==> src/rtl/hazard_ctrl_unit_pkg.sv <==
// Shared definitions for the hazard control unit and the EX-stage operand muxes.
//   hz_state_e : controller state encoding (RUN / STALL / FREEZE)
//   FWD_*      : forwarding-select encodings driven on o_fwd_a / o_fwd_b
//   fwd_sel    : forwarding priority function (EX_MEM match beats MEM_WB match)
package hazard_ctrl_unit_pkg;

   typedef enum logic [1:0] {
      ST_RUN    = 2'd0,
      ST_STALL  = 2'd1,
      ST_FREEZE = 2'd2
   } hz_state_e;

   localparam logic [1:0] FWD_REG   = 2'b00;
   localparam logic [1:0] FWD_EXMEM = 2'b10;
   localparam logic [1:0] FWD_MEMWB = 2'b01;

   // r0 is hard-wired zero, so a write to it never forwards.
   function automatic logic [1:0] fwd_sel(input logic       exm_we,
                                          input logic [4:0] exm_rd,
                                          input logic       mwb_we,
                                          input logic [4:0] mwb_rd,
                                          input logic [4:0] src);
      logic [1:0] sel;
      sel = FWD_REG;
      if (exm_we && (exm_rd != 5'd0) && (exm_rd == src))
         sel = FWD_EXMEM;
      else if (mwb_we && (mwb_rd != 5'd0) && (mwb_rd == src))
         sel = FWD_MEMWB;
      return sel;
   endfunction

endpackage

==> src/rtl/hazard_ctrl_unit_sat_counter.sv <==
// Saturating up-counter used for the lost-cycle performance counters.
//   i_clk / i_rst_n : clock, asynchronous active-low reset
//   i_inc           : count this cycle (held at all-ones once reached)
//   i_clr           : synchronous clear, wins over i_inc
//   o_cnt           : current count
module hazard_sat_counter #(
   parameter int unsigned CNT_W = 16
) (
   input  logic             i_clk,
   input  logic             i_rst_n,
   input  logic             i_inc,
   input  logic             i_clr,
   output logic [CNT_W-1:0] o_cnt
);

   always_ff @(posedge i_clk or negedge i_rst_n) begin
      if (!i_rst_n)
         o_cnt <= '0;
      else if (i_clr)
         o_cnt <= '0;
      else if (i_inc && (o_cnt != '1))
         o_cnt <= o_cnt + CNT_W'(1);
   end

endmodule

==> src/rtl/hazard_ctrl_unit.sv <==
// Hazard control unit for a 5-stage pipeline (IF_ID / ID_EX / EX_MEM / MEM_WB).
// Detects load-use, taken-branch and data-memory-wait hazards; drives per-stage
// write-enables and flushes, PC hold/redirect and EX-stage forwarding selects;
// counts lost cycles per cause in saturating counters.
//   Inputs : i_clk, i_rst_n (async, active-low), pipeline register fields
//            (source/destination regs, mem_read, reg_write), i_br_taken,
//            i_dmem_busy, i_cnt_clr
//   Outputs: o_pc_write, o_pc_src, o_*_write / o_*_flush per stage,
//            o_fwd_a / o_fwd_b, o_stall_cnt / o_flush_cnt / o_freeze_cnt
module hazard_ctrl_unit
   import hazard_ctrl_unit_pkg::*;
#(
   parameter int unsigned LD_STALL_CYC = 1,
   parameter int unsigned CNT_W        = 16
) (
   input  logic             i_clk,
   input  logic             i_rst_n,
   input  logic [4:0]       i_if_id_rs,
   input  logic [4:0]       i_if_id_rt,
   input  logic [4:0]       i_id_ex_rs,
   input  logic [4:0]       i_id_ex_rt,
   input  logic             i_id_ex_mem_read,
   input  logic [4:0]       i_ex_mem_rd,
   input  logic             i_ex_mem_reg_write,
   input  logic [4:0]       i_mem_wb_rd,
   input  logic             i_mem_wb_reg_write,
   input  logic             i_br_taken,
   input  logic             i_dmem_busy,
   input  logic             i_cnt_clr,
   output logic             o_pc_write,
   output logic             o_pc_src,
   output logic             o_if_id_write,
   output logic             o_if_id_flush,
   output logic             o_id_ex_write,
   output logic             o_id_ex_flush,
   output logic             o_ex_mem_write,
   output logic             o_ex_mem_flush,
   output logic             o_mem_wb_write,
   output logic [1:0]       o_fwd_a,
   output logic [1:0]       o_fwd_b,
   output logic [CNT_W-1:0] o_stall_cnt,
   output logic [CNT_W-1:0] o_flush_cnt,
   output logic [CNT_W-1:0] o_freeze_cnt
);

   localparam logic [2:0] LD_RELOAD = 3'(LD_STALL_CYC - 1);

   hz_state_e  state, state_nxt;
   logic [2:0] cnt, cnt_nxt;
   logic       load_use;
   logic       stall_ev, flush_ev, freeze_ev;

   assign o_fwd_a = fwd_sel(i_ex_mem_reg_write, i_ex_mem_rd,
                            i_mem_wb_reg_write, i_mem_wb_rd, i_id_ex_rs);
   assign o_fwd_b = fwd_sel(i_ex_mem_reg_write, i_ex_mem_rd,
                            i_mem_wb_reg_write, i_mem_wb_rd, i_id_ex_rt);

   assign load_use = i_id_ex_mem_read && (i_id_ex_rt != 5'd0) &&
                     ((i_id_ex_rt == i_if_id_rs) || (i_id_ex_rt == i_if_id_rt));

   always_ff @(posedge i_clk or negedge i_rst_n) begin
      if (!i_rst_n) begin
         state <= ST_RUN;
         cnt   <= '0;
      end else begin
         state <= state_nxt;
         cnt   <= cnt_nxt;
      end
   end

   // FREEZE shares RUN's decision tree: while busy the freeze branch wins
   // (which also masks i_br_taken), and the first non-busy cycle falls
   // through to the ordinary RUN rules.
   always_comb begin
      state_nxt      = state;
      cnt_nxt        = cnt;
      o_pc_write     = 1'b1;
      o_pc_src       = 1'b0;
      o_if_id_write  = 1'b1;
      o_if_id_flush  = 1'b0;
      o_id_ex_write  = 1'b1;
      o_id_ex_flush  = 1'b0;
      o_ex_mem_write = 1'b1;
      o_ex_mem_flush = 1'b0;
      o_mem_wb_write = 1'b1;
      stall_ev       = 1'b0;
      flush_ev       = 1'b0;
      freeze_ev      = 1'b0;

      if (i_dmem_busy) begin
         o_pc_write     = 1'b0;
         o_if_id_write  = 1'b0;
         o_id_ex_write  = 1'b0;
         o_ex_mem_write = 1'b0;
         o_mem_wb_write = 1'b0;
         freeze_ev      = 1'b1;
         state_nxt      = ST_FREEZE;
         cnt_nxt        = '0;
      end else if (i_br_taken) begin
         o_pc_src       = 1'b1;
         o_if_id_flush  = 1'b1;
         o_id_ex_flush  = 1'b1;
         o_ex_mem_flush = 1'b1;
         flush_ev       = 1'b1;
         state_nxt      = ST_RUN;
         cnt_nxt        = '0;
      end else if (state == ST_STALL) begin
         o_pc_write    = 1'b0;
         o_if_id_write = 1'b0;
         o_id_ex_flush = 1'b1;
         stall_ev      = 1'b1;
         if (cnt <= 3'd1) begin
            state_nxt = ST_RUN;
            cnt_nxt   = '0;
         end else begin
            cnt_nxt   = cnt - 3'd1;
         end
      end else if (load_use) begin
         o_pc_write    = 1'b0;
         o_if_id_write = 1'b0;
         o_id_ex_flush = 1'b1;
         stall_ev      = 1'b1;
         if (LD_STALL_CYC > 1) begin
            state_nxt = ST_STALL;
            cnt_nxt   = LD_RELOAD;
         end else begin
            state_nxt = ST_RUN;
         end
      end else begin
         state_nxt = ST_RUN;
      end
   end

   hazard_sat_counter #(.CNT_W(CNT_W)) u_stall_cnt (
      .i_clk   (i_clk),
      .i_rst_n (i_rst_n),
      .i_inc   (stall_ev),
      .i_clr   (i_cnt_clr),
      .o_cnt   (o_stall_cnt)
   );

   hazard_sat_counter #(.CNT_W(CNT_W)) u_flush_cnt (
      .i_clk   (i_clk),
      .i_rst_n (i_rst_n),
      .i_inc   (flush_ev),
      .i_clr   (i_cnt_clr),
      .o_cnt   (o_flush_cnt)
   );

   hazard_sat_counter #(.CNT_W(CNT_W)) u_freeze_cnt (
      .i_clk   (i_clk),
      .i_rst_n (i_rst_n),
      .i_inc   (freeze_ev),
      .i_clr   (i_cnt_clr),
      .o_cnt   (o_freeze_cnt)
   );

endmodule
==> config.mk <==
export PLATFORM = sky130hd
export DESIGN_NAME = hazard_ctrl_unit
export DESIGN_NICKNAME = d
export VERILOG_FILES = /design/src/rtl/hazard_ctrl_unit_pkg.sv /design/src/rtl/hazard_ctrl_unit_sat_counter.sv /design/src/rtl/hazard_ctrl_unit.sv
export SDC_FILE = /design/constraint.sdc
export NUM_CORES = 1
export LEC_CHECK = 0
export CORE_UTILIZATION = 48
export CTS_BUF_LIST = sky130_fd_sc_hd__clkbuf_8
export CTS_CLUSTER_DIAMETER = 150
export CTS_CLUSTER_SIZE = 25
export DETAILED_ROUTE_END_ITERATION = 16
export GPL_TIMING_DRIVEN = 0
export HOLD_SLACK_MARGIN = 0.06
export PLACE_DENSITY_LB_ADDON = 0.05
export RECOVER_POWER = 100
export SLEW_MARGIN = 20
export SYNTH_ARGS = -nofsm -noshare
export SYNTH_HDL_FRONTEND = slang
export SYNTH_SLANG_ARGS = --single-unit
==> constraint.sdc <==
create_clock -name i_clk -period 2.6 [get_ports i_clk]
set_clock_uncertainty 0.2 [all_clocks]
set_input_delay 0.52 -clock i_clk [delete_from_list [all_inputs] [get_ports i_clk]]
set_output_delay 0.52 -clock i_clk [all_outputs]
set_load 0.005 [all_outputs]
---- Word-level counts from Yosys, hierarchy flattened ----
Cells that the tools add are included.
W data, S select, Z words.
word-level totals
  flip-flop bits (word level) ............. 53
  input bits .............................. 38
  word-level logic and storage cells ...... 72
operators by class
  add/subtract/negate cells ............... 4
  order comparisons ....................... 1
  equal/unequal tests ..................... 11
  multiplexer cells ....................... 32
  reduce and logical (&&, ||, !) cells .... 19
operators with widths
  kind                     count
  $mux W16                 6
  $add A16 B1 Y16 const B  3
  $ne A16 B16 Y1 const B   3
  $eq A5 B5 Y1             6
  $mux W1                  16
  $reduce_bool A5 Y1       3
  $mux W2                  6
  $mux W3                  4
  $logic_and A1 B1 Y1      11
  $reduce_bool A2 Y1       3
  $ne A4 B3 Y1 const B     1
  $le A3 B1 Y1 const B     1
  $reduce_bool A3 Y1       1
  $sub A3 B1 Y3 const B    1
  $eq A2 B1 Y1 const B     1
  $logic_or A1 B1 Y1       1

---- Logic depth before layout (Yosys ltp) ----
Gate-level depths: netlist (run 1).
  word-level depth ........................ 10
  mapped depth ............................ 9

---- By module ----
A second synthesis (run 1) with hierarchy kept.
unflattened totals
  cell total of the unflattened synthesis .. 359
  area total of the unflattened synthesis .. 3331.9 um^2
modules (own cells, without submodules)
  module              times used  cells each  area each (um^2)
  hazard_sat_counter  3           98          942.2
  hazard_ctrl_unit    1           65          505.5

---- Worst setup path after synthesis (run 1) ----
No wires, ideal clock.
  path type ............................... input port to output port
  start point ............................. input port i_id_ex_rt[1]
  end point ............................... output port o_pc_write
  arrival ................................. 1.765 ns
  path slack .............................. 0.115 ns
  stages .................................. 7
  buffers on the path ..................... 2
  path through ............................ buf_6 or4_4 o21ai_2 nand2b_1 nor2_1 nor2_1 buf_4
on the way
  word-level cells in the longest chain between the ends .. 7
RTL lines
  what                                                       RTL line                                        RTL
  start, declared                                            hazard_ctrl_unit.sv:21                          input logic [4:0] i_id_ex_rt,
  $eq A5 B5 Y1 or $reduce_bool A5 Y1 (tied branches)         hazard_ctrl_unit.sv:59, hazard_ctrl_unit.sv:58
  $logic_or A1 B1 Y1 or $logic_and A1 B1 Y1 (tied branches)  hazard_ctrl_unit.sv:59, hazard_ctrl_unit.sv:58
  $logic_and A1 B1 Y1 *                                      hazard_ctrl_unit.sv:58                          assign load_use = i_id_ex_mem_read && (i_id_ex_rt != 5'd0) &&
  $mux W1 * (4 in a row)                                     -
  end, declared                                              hazard_ctrl_unit.sv:30                          output logic o_pc_write,
Mark *: on every way between the ends. The rest lies on a longest branch, timed or not.

---- Final worst setup path (run 1) ----
  start point ............................. input port i_id_ex_rt[3]
  end point ............................... output port o_pc_write
on the way
  word-level cells in the longest chain between the ends .. 7
RTL lines
  what                                                       RTL line                                        RTL
  $eq A5 B5 Y1 or $reduce_bool A5 Y1 (tied branches)         hazard_ctrl_unit.sv:59, hazard_ctrl_unit.sv:58
  $logic_or A1 B1 Y1 or $logic_and A1 B1 Y1 (tied branches)  hazard_ctrl_unit.sv:59, hazard_ctrl_unit.sv:58
  $logic_and A1 B1 Y1 *                                      hazard_ctrl_unit.sv:58
  $mux W1 *                                                  hazard_ctrl_unit.sv:118                         end else if (load_use) begin
  $mux W1 *                                                  hazard_ctrl_unit.sv:107                         end else if (state == ST_STALL) begin
  $mux W1 *                                                  hazard_ctrl_unit.sv:99                          end else if (i_br_taken) begin
  $mux W1 *                                                  hazard_ctrl_unit.sv:90                          if (i_dmem_busy) begin
Marks and branches as above.

==> results.yml, run 1 <==
clocking:
  clk_latency_ns: 0.30
  root_buffer: "clkbuf_8"
  cts_sinks: 48
  h-tree-depth: 2
  cts_tree: "done"
  clkSlewWorstSetupHoldPaths_ns: 0.10
  numCtsBuffers: 5
  clockBufferDepth: 2
drt:
  dr_wl_met3_microns: 344
  first_iter_violations: 161
  wl_met2_mm: 3.79
  top_layer_used: "met4"
  routed_via_density: 5.45
  drc: 0
  num_vias: 2809
  wire_per_inst_microns: 14.4
  first_pass_iters: 4
  postRouteAntennaNets: 0
  totalWireLength_mm: 7.44
  wl_met1_mm: 3.24
worst_setup_path:
  worst-r2r-cell-count: 8
  worst_ep_required_time_ns: 1.88
  crit_fanout: 4
  critical_path_class: "in2out"
  crit_path_end_kind: "primary output"
  cp_data_arrival_time_ns: 1.84
  worstSetupStartpointType: "primary input"
synth:
  synth_edf_count: 0
  yosys_warnings: 0
  syn-instance-count: 329
  yosysUniqueCellTypes: 41
  synth_fp_nets: 370
  synth_ff_type: "dfrtp_1"
  async_flop_share_pct: 100
  ys_ff_latch: 48
  synth_area_sq_um: 3010
  yosysSeqAreaShare_pct: 40.0
  synth_area_per_cell_sq_um: 9.14
timing:
  finalHoldViolCount: 0
  min_period_over_period_pct: 98.3
  final-max-slew-violation-count: 0
  holdWs_ns: 0.366
  setup_viol: 0
  clock.fmax_ghz: 0.391
  min_period_ns: 2.56
  worst_slew_pin_slew_ns: 1.03
  max_slew_margin_pct: 31.5
  rsz0062_at_grt: "yes"
run:
  drv_cap: 0
power:
  p_per_area_nw_per_um2: 383
  ir_worst_vdd_v: 0.000377
  p_leak_nw: 1.90
finish:
  nets: 480
  synthToLayoutAreaGrowth_pct: 42.0
  final_common_cell: "dlygate4sd3_1"
  drive_above_1_share_pct: 12.0
  antenna_cells: 0
  layout_common_cells: "55 x dlygate4sd3_1, 53 x nor2_1, 48 x dfrtp_1"
  fin_util_pct: 71.3
global_routing:
  grt-ovfl-total: 0
  grt_pass1_vias: 2648
  grt_max_degree: 32
  grt_pass1_wl_mm: 12.3
  antenna_found_initial: 0
  grt_use_total_pct: 24.1
placed_design:
  gp_congestion: 0.816
  dp_hpwl_mm: 5.43
  port_buffers: 92
floorplan:
  die_h_microns: 81.1
  start_util_pct: 50.2
  num_rows: 28
  core_area_sq_um: 5990
  dieArea_sq_um: 6580
  io_pins: 99
  die_w_microns: 81.1
min_path:
  hp-class: "reg2reg"
  hold_depth: 2
outcome:
  status: "complete, no violations"
-- where the power goes --
part	total, W	internal, W	switching, W
sequential	0.000758	0.000751	0.00000672
clock	0.000647	0.000387	0.000259
combinational	0.000231	0.000119	0.000112
total	0.00164	0.00126	0.000378
-- sequential cells by signal (all words and copies together) (netlist names) --
| name | flops |
|---|---|
| u_flush_cnt.o_cnt | 16 |
| u_freeze_cnt.o_cnt | 16 |
| u_stall_cnt.o_cnt | 16 |
-- stage by stage --
stage,TNS (ns),cells,setup WS [ns],cell area [sq um],power (W)
global route,-0.0126,515,-0.00433,4270,0.00170
floorplan,0,329,0.115,3010,0.000875
finish,0,515,0.0434,4270,0.00164
CTS,0,511,0.00431,4230,0.00165
detailed placement,-7.73,497,-0.854,4040,0.000999
global placement,-34.49,496,-0.859,4020,0.000992
-- repair_timing --
| action | in CTS | in global routing |
|---|---|---|
| hold buffers | 1 | 0 |
| endpoints found under the setup margin | 14 | 3 |
| pin swaps | 22 | 9 |
| endpoints found under the hold margin | 17 | 0 |
| resized for setup | 65 | 15 |
| setup buffers | 5 | 4 |
-- worst max-delay path, cell delays in order --
cell and delay (ns):
buf_12 0.10, or4_4 0.53, o21ai_4 0.14, nand2b_4 0.14
nor2_1 0.04, nor2_1 0.14, buf_4 0.13, buf_6 0.08
-- logic make-up after synthesis --
logic type	after synthesis	synth area share (%)
compound gates	28	6.41
xor+xnor	61	17.8
fa+ha+maj	3	1.25
buf+inv	25	5.20
flops	48	39.9
mux	4	1.33
simple gates	160	28.1
-- final timing paths --
kind	start	slack (ns)	endpoint
max	i_id_ex_rt[3]	0.04	o_pc_write
min	u_flush_cnt.o_cnt[15]	0.37	u_flush_cnt.o_cnt[15]
max reg2reg	u_stall_cnt.o_cnt[6]	0.17	u_stall_cnt.o_cnt[1]
min reg2reg	u_flush_cnt.o_cnt[15]	0.37	u_flush_cnt.o_cnt[15]
max in group asynchronous	i_rst_n	0.78	u_freeze_cnt.o_cnt[1]
min in group asynchronous	i_rst_n	0.71	u_stall_cnt.o_cnt[12]
-- synth_stat cells, types with 2 or more instances --
library cell | n | area share, %
and4_1 | 5 | 1.5
nand4_1 | 16 | 3.3
xnor2_1 | 27 | 7.9
nor4_1 | 7 | 1.5
a21oi_1 | 10 | 1.7
nand3_1 | 20 | 3.3
o31ai_1 | 3 | 0.75
o21ai_1 | 4 | 0.67
xor2_1 | 34 | 9.9
and3_1 | 6 | 1.2
inv_1 | 5 | 0.62
mux2i_1 | 4 | 1.3
nand2b_1 | 2 | 0.42
ha_1 | 3 | 1.2
buf_4 | 6 | 1.5
buf_2 | 2 | 0.33
nand2_1 | 20 | 2.5
nor2_1 | 53 | 6.6
clkbuf_1 | 7 | 0.87
nor2b_1 | 3 | 0.62
o21ai_0 | 4 | 0.67
or4_1 | 8 | 2.0
or4b_1 | 2 | 0.67
nor3_1 | 5 | 0.83
or3_1 | 6 | 1.2
dfrtp_1 | 48 | 40
buf_6 | 5 | 1.9
-- metal layers --
metal | track usage [%] | vias to the layer above
met4 | 4.64 | 0
met1 | 30.2 | 1359
met5 | 0 | -
met3 | 3.71 | 7
li1 | - | 1364
met2 | 43.8 | 79
-- final cells by class --
type | count | area (sq um)
fillers | 479 | 1720
multi-input cells | 256 | 1710
flip-flops and latches | 48 | 1200
repair buffers | 103 | 955
plain buffers | 20 | 150
well taps | 75 | 93.8
clock buffers | 5 | 68.8
clock inverters | 3 | 68.8
inverters | 5 | 18.8
Power figures use the tool's default switching activity.
==> inputs of run 2 (changes only) <==
--- a/config.mk
+++ b/config.mk
@@ -5,6 +5,7 @@
 export SDC_FILE = /design/constraint.sdc
 export NUM_CORES = 1
 export LEC_CHECK = 0
+export CORE_ASPECT_RATIO = 1.25
 export CORE_UTILIZATION = 48
 export CTS_BUF_LIST = sky130_fd_sc_hd__clkbuf_8
 export CTS_CLUSTER_DIAMETER = 150
==> results.yml, run 2 (synthesis results as in run 1) <==
power:
  comb_power_share_pct: 15.8
  ir_worst_vdd_v: 0.000255
  p_per_area_nw_per_um2: 345
  clkPwrFrac_pct: 31.8
  p_int_w: 0.00108
  swShare_pct: 25.6
  p_leak_nw: 1.87
  seqPwrFrac_pct: 52.4
  switchingPower_w: 0.000371
finish:
  antenna_cells: 0
  synthToLayoutAreaGrowth_pct: 39.7
  drive_above_1_share_pct: 12.8
  final_common_cell: "dlygate4sd3_1"
  fillerInstances: 531
  fin_util_pct: 70.8
  layout_common_cells: "52 x dlygate4sd3_1, 51 x nor2_1, 48 x dfrtp_1"
  reg_top3: "u_flush_cnt.o_cnt (16), u_freeze_cnt.o_cnt (16), u_stall_cnt.o_cnt (16)"
  nets: 476
timing:
  worst_slew_pin_slew_ns: 1.35
  setup_viol: 0
  min_period_ns: 2.57
  rsz0062_at_grt: "yes"
  final.setup.worst_slack_ns: 0.0298
  holdWs_ns: 0.365
  finalHoldViolCount: 0
  final-max-slew-violation-count: 0
  clock.fmax_ghz: 0.389
  min_period_over_period_pct: 98.9
  max_slew_margin_pct: 9.72
placed_design:
  post-place-ws_ns: -0.825
  dp_hpwl_mm: 5.43
  port_buffers: 92
  gp_congestion: 0.809
drt:
  drc: 0
  totalWireLength_mm: 7.34
  first_iter_violations: 146
  first_pass_iters: 4
  wire_per_inst_microns: 14.2
  routed_via_density: 5.35
  postRouteAntennaNets: 0
  num_vias: 2772
worst_setup_path:
  crit_fanout: 3
  cp_data_arrival_time_ns: 1.85
  worstSetupStartpointType: "primary input"
  worst_ep_required_time_ns: 1.88
  critical_path_class: "in2out"
  crit_path_end_kind: "primary output"
clocking:
  cts_sinks: 48
  clk_latency_ns: 0.29
  numCtsBuffers: 5
  clkSlewWorstSetupHoldPaths_ns: 0.08
  root_buffer: "clkbuf_8"
  cts_tree: "done"
  clockBufferDepth: 2
  h-tree-depth: 2
global_routing:
  grt_pass1_vias: 2702
  grt_max_degree: 26
  grt_use_total_pct: 23.9
  grt_pass1_wl_mm: 12.6
  antenna_found_initial: 0
  grt-ovfl-total: 0
floorplan:
  dieArea_sq_um: 6590
  core_area_sq_um: 5930
  start_util_pct: 50.7
  die_w_microns: 72.8
  num_rows: 31
  io_pins: 99
  die_h_microns: 90.5
outcome:
  status: "complete, no violations"
run:
  drv_cap: 0
min_path:
  hp-class: "reg2reg"
-- run 2: path summary, 6_finish.rpt --
check | startpoint | endpoint | slack (ns) | cells after the start
min in group asynchronous | i_rst_n | u_stall_cnt.o_cnt[12] | 0.85 | 2
max | i_ex_mem_rd[2] | o_fwd_b[0] | 0.03 | 6
min reg2reg | u_flush_cnt.o_cnt[15] | u_flush_cnt.o_cnt[15] | 0.37 | 2
max in group asynchronous | i_rst_n | u_freeze_cnt.o_cnt[12] | 0.55 | 2
max reg2reg | u_stall_cnt.o_cnt[6] | u_stall_cnt.o_cnt[5] | 0.21 | 7
min | u_flush_cnt.o_cnt[15] | u_flush_cnt.o_cnt[15] | 0.37 | 2
-- run 2: per-layer routing --
layer | up-vias | GRT usage [%] | wire [microns]
met1 | 1330 | 31.3 | 3220
met5 | - | 0 | 0
met2 | 82 | 40.1 | 3700
met4 | 0 | 6.37 | 70
li1 | 1354 | - | -
met3 | 6 | 4.24 | 359
-- run 2: power by group through the flow --
stage          registers (W)  clock network [W]  logic [W]
2_1_floorplan       0.000772                  0   0.000103
3_3_place_gp        0.000773                  0   0.000220
3_5_place_dp        0.000773                  0   0.000227
4_1_cts             0.000758           0.000469   0.000236
5_1_grt             0.000760           0.000500   0.000250
6_report            0.000758           0.000461   0.000229
-- run 2: layout make-up --
type                       count  area [sq um]  share of cell area, %
clock inverter                 2          11.3                  0.268
sequential                    48          1200                   28.6
buffer                        20           136                   3.25
multi-input combinational    256          1740                   41.4
clock buffer                   6          82.6                   1.97
timing repair buffer          99           910                   21.6
inverter                       5          18.8                  0.447
tap                           82           103                   2.44
-- run 2: worst max-delay path, cell delays in order --
cell	delay (ns)
buf_8	0.10
or4_4	0.53
o21ai_4	0.17
nor4_4	0.07
nor4_2	0.28
buf_2	0.16
-- run 2: what timing repair did --
| action | CTS | global route |
|---|---|---|
| endpoints found under the setup margin | 15 | 6 |
| hold buffers | 1 | 0 |
| buffers inserted | 3 | 2 |
| pin swaps | 22 | 10 |
| resized for setup | 72 | 23 |
| hold endpoints to repair | 23 | 0 |
-- run 2: stage by stage --
stage	cell area, sq um	total power [W]	TNS (ns)	instances
6_report	4200	0.00145	0	518
5_1_grt	4200	0.00151	-0.118	518
4_1_cts	4230	0.00146	0	516
3_5_place_dp	4050	0.00100	-8.23	504
3_3_place_gp	4030	0.000993	-35.63	503
2_1_floorplan	3010	0.000875	0	329
